[config.mk]
export PLATFORM = sky130hd
export DESIGN_NAME = seq_detector
export DESIGN_NICKNAME = d
export VERILOG_FILES = /design/src/rtl/seq_detector.sv
export SDC_FILE = /design/constraint.sdc
export NUM_CORES = 1
export LEC_CHECK = 0
export ABC_CLOCK_PERIOD_IN_PS = 2800
export CAP_MARGIN = 20
export CELL_PAD_IN_SITES_DETAIL_PLACEMENT = 0
export CELL_PAD_IN_SITES_GLOBAL_PLACEMENT = 1
export CORE_AREA = 10 10 81 55
export CTS_BUF_LIST = sky130_fd_sc_hd__clkbuf_4
export DETAILED_ROUTE_END_ITERATION = 8
export DIE_AREA = 0 0 91 65
export PLACE_DENSITY_LB_ADDON = 0.15
export SLEW_MARGIN = 5
export SYNTH_ARGS = -nofsm -noshare
export SYNTH_HDL_FRONTEND = slang
export SYNTH_SLANG_ARGS = --single-unit
[constraint.sdc]
create_clock -name clk -period 2.8 [get_ports clk]
set_clock_uncertainty 0.1 [all_clocks]
set_input_delay 0.42 -clock clk [delete_from_list [all_inputs] [get_ports clk]]
set_output_delay 0.42 -clock clk [all_outputs]
set_load 0.02 [all_outputs]
[src/rtl/seq_detector.sv]
// Serial pattern detector: matches the last len accepted bits of X against a
// runtime-programmable pattern, with overlap control and a saturating match count.
module seq_detector #(
  parameter int PAT_W = 4,
  parameter int CNT_W = 8,
  parameter int LEN_W = $clog2(PAT_W + 1)
) (
  input  logic             clk,
  input  logic             rst,
  input  logic             clear,
  input  logic             en,
  input  logic             X,
  input  logic [PAT_W-1:0] pattern,
  input  logic [LEN_W-1:0] len,
  input  logic             overlap,
  output logic             Y,
  output logic [CNT_W-1:0] count,
  output logic             cnt_sat
);

  localparam logic [LEN_W-1:0] FILL_MAX = LEN_W'(PAT_W);
  localparam logic [LEN_W:0]   FILL_ONE = (LEN_W + 1)'(1);
  localparam logic [CNT_W-1:0] CNT_MAX  = {CNT_W{1'b1}};
  localparam logic [CNT_W-1:0] CNT_ONE  = CNT_W'(1);

  logic [PAT_W-1:0] hist_r;
  logic [LEN_W-1:0] fill_r;
  logic             y_r;
  logic [CNT_W-1:0] count_r;
  logic             cnt_sat_r;

  logic [PAT_W-1:0] next_hist_s;
  logic [PAT_W-1:0] mask_s;
  logic [LEN_W-1:0] fill_inc_s;
  logic [CNT_W-1:0] cnt_next_s;
  logic             len_ok_s;
  logic             fill_ok_s;
  logic             bits_eq_s;
  logic             match_s;

  // Candidate history, match decode and saturating next values
  always_comb begin
    next_hist_s = {hist_r[PAT_W-2:0], X};
    // Ones in the low len positions; len == PAT_W shifts every one out
    mask_s      = ~({PAT_W{1'b1}} << len);
    len_ok_s    = (len != {LEN_W{1'b0}}) && (len <= FILL_MAX);
    fill_ok_s   = (({1'b0, fill_r} + FILL_ONE) >= {1'b0, len});
    bits_eq_s   = (((next_hist_s ^ pattern) & mask_s) == {PAT_W{1'b0}});
    match_s     = en && !clear && len_ok_s && fill_ok_s && bits_eq_s;
    fill_inc_s  = (fill_r == FILL_MAX) ? fill_r : (fill_r + LEN_W'(1));
    cnt_next_s  = (count_r == CNT_MAX) ? count_r : (count_r + CNT_ONE);
  end

  // History, fill level, detect pulse and match counter
  always_ff @(posedge clk or posedge rst) begin
    if (rst) begin
      hist_r    <= {PAT_W{1'b0}};
      fill_r    <= {LEN_W{1'b0}};
      y_r       <= 1'b0;
      count_r   <= {CNT_W{1'b0}};
      cnt_sat_r <= 1'b0;
    end else if (clear) begin
      hist_r    <= {PAT_W{1'b0}};
      fill_r    <= {LEN_W{1'b0}};
      y_r       <= 1'b0;
      count_r   <= {CNT_W{1'b0}};
      cnt_sat_r <= 1'b0;
    end else if (en) begin
      hist_r <= next_hist_s;
      if (match_s) begin
        y_r       <= 1'b1;
        count_r   <= cnt_next_s;
        cnt_sat_r <= (cnt_next_s == CNT_MAX);
        // Non-overlapping mode forces a full refill before the next match
        fill_r    <= overlap ? fill_inc_s : {LEN_W{1'b0}};
      end else begin
        y_r    <= 1'b0;
        fill_r <= fill_inc_s;
      end
    end else begin
      y_r <= 1'b0;
    end
  end

  assign Y       = y_r;
  assign count   = count_r;
  assign cnt_sat = cnt_sat_r;

endmodule

==> results of run 1 <==
-- sequential cells by signal, indices dropped and copies added (netlist names) --
name and flops:
count 8, hist_r 3, fill_r 3, cnt_sat 1, Y 1
-- layout by cell type (no fill, tap or decap), drive strengths merged, types with 2 or more instances in the layout --
| cell type | netlist | routed |
|---|---|---|
| nor3 | 2 | 2 |
| nand2 | 5 | 5 |
| nor3b | 3 | 3 |
| clkbuf | 1 | 3 |
| nor2 | 10 | 10 |
| and2 | 2 | 2 |
| mux2i | 5 | 5 |
| o21ai | 2 | 2 |
| ha | 7 | 7 |
| xnor2 | 3 | 3 |
| xor2 | 4 | 4 |
| a31oi | 2 | 2 |
| buf | 5 | 3 |
| nand3 | 2 | 2 |
| nand2b | 3 | 3 |
| a211oi | 3 | 3 |
| dfrtp | 16 | 16 |
| and3 | 4 | 4 |
| and3b | 2 | 2 |
| inv | 8 | 8 |
| nand4 | 2 | 2 |
| and4b | 3 | 3 |
| nor2b | 3 | 3 |
| a21oi | 12 | 12 |
| clkdlybuf4s50 | 0 | 22 |
-- worst paths after layout --
check | depth (start not counted) | endpoint | slack [ns] | start
setup / recovery | 9 | count[4] | 0.46 | fill_r[0]
hold / removal | 2 | hist_r[1] | 0.41 | rst
setup reg to reg | 9 | count[4] | 0.46 | fill_r[0]
hold reg to reg | 2 | hist_r[2] | 0.46 | hist_r[2]
max in group asynchronous | 2 | count[2] | 1.78 | rst
min in group clk | 2 | hist_r[2] | 0.46 | hist_r[2]
-- cells by family after synthesis --
family	after synthesis
compound gates	26
xor+xnor	7
fa+ha+maj	7
buf+inv	14
flops	16
mux	6
simple gates	44
-- stage by stage --
stage | utilization, % | power (mW)
detailed placement | 45.3 | 0.323
floorplan | - | 0.290
global route | 46.1 | 0.470
CTS | 46.1 | 0.444
global placement | 45.3 | 0.322
finish | 46.1 | 0.439
-- worst max-delay path, cell delays in order, from the launching register on --
cell	delay, ns
dfrtp_1	0.42
ha_1	0.26
xor2_1	0.17
ha_1	0.28
o21ai_0	0.07
o21ai_0	0.20
o211a_4	0.24
buf_4	0.17
a41oi_1	0.13
a211oi_1	0.23
-- metal layers --
layer / GRT usage [%] / vias to the layer above / routed length, microns
met1: 13.6 / 435 / 1470
li1: - / 478 / -
met4: 2.33 / 0 / 9
met2: 12.6 / 18 / 1040
met5: 0 / - / 0
met3: 3.79 / 2 / 144
-- synthesized netlist by cell type (all sizes together) (2+ instances only) --
library cell,n
xnor2,3
buf,5
dfrtp,16
nand2,5
a211oi,3
nor3b,3
a31oi,2
mux2i,5
nor2,10
nor3,2
and3,4
nand2b,3
and2,2
nor2b,3
inv,8
a21oi,12
xor2,4
and4b,3
nand4,2
and3b,2
o21ai,2
ha,7
nand3,2
-- power breakdown --
group	leakage, nW	internal [mW]	total (mW)	switching [mW]
registers	0.221	0.236	0.242	0.00581
clock network	0.0138	0.0500	0.121	0.0711
logic	0.412	0.0392	0.0759	0.0367
-- cell type report --
cell class | count | share of cell area, %
multi-input combinational | 90 | 47.0
inverter | 8 | 2.11
clock buffer | 3 | 1.59
sequential | 16 | 28.2
timing repair buffer | 25 | 17.1
tap | 45 | 3.96
==> results.yml, run 1 <==
status:
  status: "finished clean"
timing:
  rsz0062_at_grt: "false"
  finalMaxSlewViolations: 0
  fin_crit_ns: 2.34
  final-hold-violation-count: 0
  hold_slack_ns: 0.409
  fmax_mhz: 427
  tns_ns: 0
  slew_headroom_pct: 57.4
  layout_setup_ws_ns: 0.460
  setup_viol: 0
  period_share_pct: 83.6
  tightest_slew_ns: 0.639
clock_network:
  clkLatencyLatePin_ns: 0.28
  cts_max_path_buffers: 2
  clkSinkCount: 16
  clock-root-buffer: "clkbuf_4"
  cts_hold_buffers: 0
  cts-buffers-inserted: 3
  path_clk_slew_ns: 0.09
  cts_tree: "yes"
  ctsResizeCount: 0
  htree_num_levels: 1
  post_cts_buffers: 0
critical_path:
  startpoint_type: "register"
  cp_max_fo: 10
  arrival_ns: 2.44
  end_kind: "register"
  crit_type: "reg -> reg"
  cp.required_ns: 2.90
floorplan:
  rows: 16
  coreArea_sq_mm: 0.00308
  initial_core_util_pct: 37.5
  die_x_microns: 91
  die_y_microns: 65
  dieArea_sq_mm: 0.00592
  io_pins: 23
power:
  p_leak_nw: 0.647
  vdd_drop_max_uv: 169
  p_per_area_mw_per_mm2: 309
yosys:
  ys_warn_count: 0
  synth-compound-area-share_pct: 15.7
  synthArstFlopShare_pct: 100
  yosysTopAreaCellShare_pct: 34.6
  yosysUniqueCellTypes: 41
  syn_avg_cell_area_sq_um: 9.64
  yosysTopAreaCell: "dfrtp_1"
  synth_xor_area_share_pct: 5.30
  synth_edf_count: 0
  postSynthCellCount: 120
  synth_ff_type: "dfrtp_1"
  synth_top_family_by_area: "simple AND/OR/NAND/NOR gates"
  syn_nets: 140
  ys_seq_area_share_pct: 34.6
  synth.area.mux_share_pct: 5.62
  yosys.area_share.simple_pct: 23.6
  ys_seq_elements: 16
  ys_top_cells_by_area: "dfrtp_1 35%, ha_1 7.6%, a21oi_1 5.2%, mux2i_1 4.3%, nor2_1 3.2%"
  synth_adder_area_share_pct: 7.57
  netlist_area_sq_mm: 0.00116
placement:
  place_congestion: 0.808
  hpwl_microns: 2070
  placedCellCount: 184
  io_buffer_count: 22
  place_ws_ns: 0.219
  postPlaceCellArea_sq_mm: 0.00140
route:
  vias: 933
  ant_nets: 0
  drt-total-wl_microns: 2660
  drt_first_pass_iters: 5
  wl_per_cell_microns: 14.2
  drc: 0
  drtIter0Drc: 71
  viasPerCell: 4.99
finish:
  fillers: 315
  layout.nets: 164
  syn_to_final_growth_pct: 22.7
  layout-drive-gt1-share_pct: 9.15
  diodes: 0
  instances_no_fill: 187
  regArea_sq_um: 400
  multi_input_area_sq_um: 668
  design_area_sq_mm: 0.00142
global_route:
  grt_max_degree: 17
  grt_pass1_vias: 902
  grt_pass1_wl_microns: 4650
  globalRouteOverflowTotal: 0
  antenna_found_initial: 0
  grt.total_usage_pct: 9.49
hold_path:
  min_path_type: "in -> async"
job:
  drv_cap: 0
Power figures use the tool's default switching activity.
==> run 2, diff against run 1 <==
--- a/config.mk
+++ b/config.mk
@@ -5,7 +5,7 @@
 export SDC_FILE = /design/constraint.sdc
 export NUM_CORES = 1
 export LEC_CHECK = 0
-export ABC_CLOCK_PERIOD_IN_PS = 2800
+export ABC_CLOCK_PERIOD_IN_PS = 2400
 export CAP_MARGIN = 20
 export CELL_PAD_IN_SITES_DETAIL_PLACEMENT = 0
 export CELL_PAD_IN_SITES_GLOBAL_PLACEMENT = 1
==> constraint.sdc (replaced) <==
create_clock -name clk -period 2.4 [get_ports clk]
set_clock_uncertainty 0.1 [all_clocks]
set_input_delay 0.36 -clock clk [delete_from_list [all_inputs] [get_ports clk]]
set_output_delay 0.36 -clock clk [all_outputs]
set_load 0.02 [all_outputs]
==> results.yml, run 2 (synthesized netlist as in run 1, its figures left out) <==
critical_path:
  rrSetupSlack_ns: 0.12
  path_cells: "inv_1 -> ha_1 -> ha_1 -> o21ai_0 -> o21ai_0 -> o211a_4 -> buf_4 -> and2_1 -> nor4_1"
  reg2reg_depth: 9
  r2r-end: "count[3]"
  slowest_delay_ns: 0.39
  cp.required_ns: 2.47
  path_buf_inv: 2
  slowest_stage: "dfrtp_1"
  end_kind: "register"
  crit_type: "reg -> reg"
  crit_family: "adder cells"
  arrival_ns: 2.34
  startpoint_type: "register"
  r2r-start: "fill_r[0]"
  cp_max_fo: 9
power:
  p_leak_nw: 0.668
  total_power_uw: 514
  p_per_area_mw_per_mm2: 354
  vdd_drop_max_uv: 198
timing:
  fmax_mhz: 439
  rsz0062_at_grt: "false"
  tightest_slew_ns: 0.625
  finalMaxSlewViolations: 0
  final-hold-violation-count: 0
  setup_viol: 0
  tns_ns: 0
  period_share_pct: 94.8
  fin_crit_ns: 2.28
  hold_slack_ns: 0.341
  slew_headroom_pct: 58.3
floorplan:
  die_y_microns: 65
  io_pins: 23
  rows: 16
  coreArea_sq_mm: 0.00308
  dieArea_sq_mm: 0.00592
  initial_core_util_pct: 37.5
  die_x_microns: 91
global_route:
  globalRouteOverflowTotal: 0
  grt.total_usage_pct: 9.17
  grt_pass1_vias: 911
  antenna_found_initial: 0
  grt_max_degree: 17
  grt_pass1_wl_microns: 4540
finish:
  largest_register_ffs: 8
  syn_to_final_growth_pct: 25.3
  final_common_cell: "clkdlybuf4s50_1"
  layout.nets: 168
  diodes: 0
  design_area_sq_mm: 0.00145
  fillers: 325
  final_cell_mix: "22 x clkdlybuf4s50_1, 16 x dfrtp_1, 12 x a21oi_1, 10 x nor2_1, 8 x inv_1"
  layout-drive-gt1-share_pct: 11.6
route:
  drtIter0Drc: 41
  drt_first_pass_iters: 4
  drc: 0
  viasPerCell: 4.93
  wl_per_cell_microns: 14.0
  ant_nets: 0
  vias: 941
  drt-total-wl_microns: 2680
placement:
  place_congestion: 0.819
  io_buffer_count: 22
  hpwl_microns: 2060
  postPlaceCellArea_sq_mm: 0.00142
clock_network:
  ctsResizeCount: 0
  clkLatencyLatePin_ns: 0.28
  cts_max_path_buffers: 2
  clkSinkCount: 16
  cts_hold_buffers: 0
  path_clk_slew_ns: 0.09
  cts-buffers-inserted: 3
  clock-root-buffer: "clkbuf_4"
  post_cts_buffers: 0
  htree_num_levels: 1
  cts_tree: "yes"
job:
  drv_cap: 0
hold_path:
  min_path_type: "in -> async"
status:
  status: "finished clean"
-- run 2: cell count changes in the layout (fill, tap and decap cells not counted) --
cell / delta
buf_4: +4
-- run 2: per-layer routing --
| metal | GRT usage, % | wire, microns | up-vias |
|---|---|---|---|
| met5 | 0 | 0 | - |
| met3 | 3.91 | 232 | 2 |
| met2 | 12.9 | 1090 | 32 |
| met1 | 12.6 | 1340 | 423 |
| met4 | 1.75 | 9 | 0 |
| li1 | - | - | 484 |
-- run 2: worst max-delay path by stage --
stage,startpoint,end,cells past startpoint
after floorplan,fill_r[0],count[1],8
after global routing,fill_r[0],count[3],9
after global placement,len[1],count[1],8
final,fill_r[0],count[3],9
after detailed placement,len[1],count[3],9
after CTS,fill_r[0],count[3],9
-- run 2: final cells by class --
class | instances | area [sq um] | area share (%)
clock buffers | 3 | 22.5 | 1.55
inverters | 8 | 30.0 | 2.07
multi-input cells | 90 | 668 | 46.1
flip-flops and latches | 16 | 400 | 27.6
well taps | 45 | 56.3 | 3.88
repair buffers | 29 | 273 | 18.8
-- run 2: through the flow --
| step | instances | utilization, % | worst slack (ns) |
|---|---|---|---|
| 2_1_floorplan | 120 | - | 0.237 |
| 3_3_place_gp | 187 | 46.1 | 0.0314 |
| 3_5_place_dp | 187 | 46.1 | -0.0598 |
| 4_1_cts | 190 | 46.8 | 0.0769 |
| 5_1_grt | 191 | 47.0 | 0.0251 |
| 6_report | 191 | 47.0 | 0.124 |
-- run 2: power by group --
part           internal [mW]  switching, mW  leakage [nW]
clock                 0.0583         0.0809        0.0138
sequential             0.275        0.00631         0.221
combinational         0.0493         0.0438         0.433
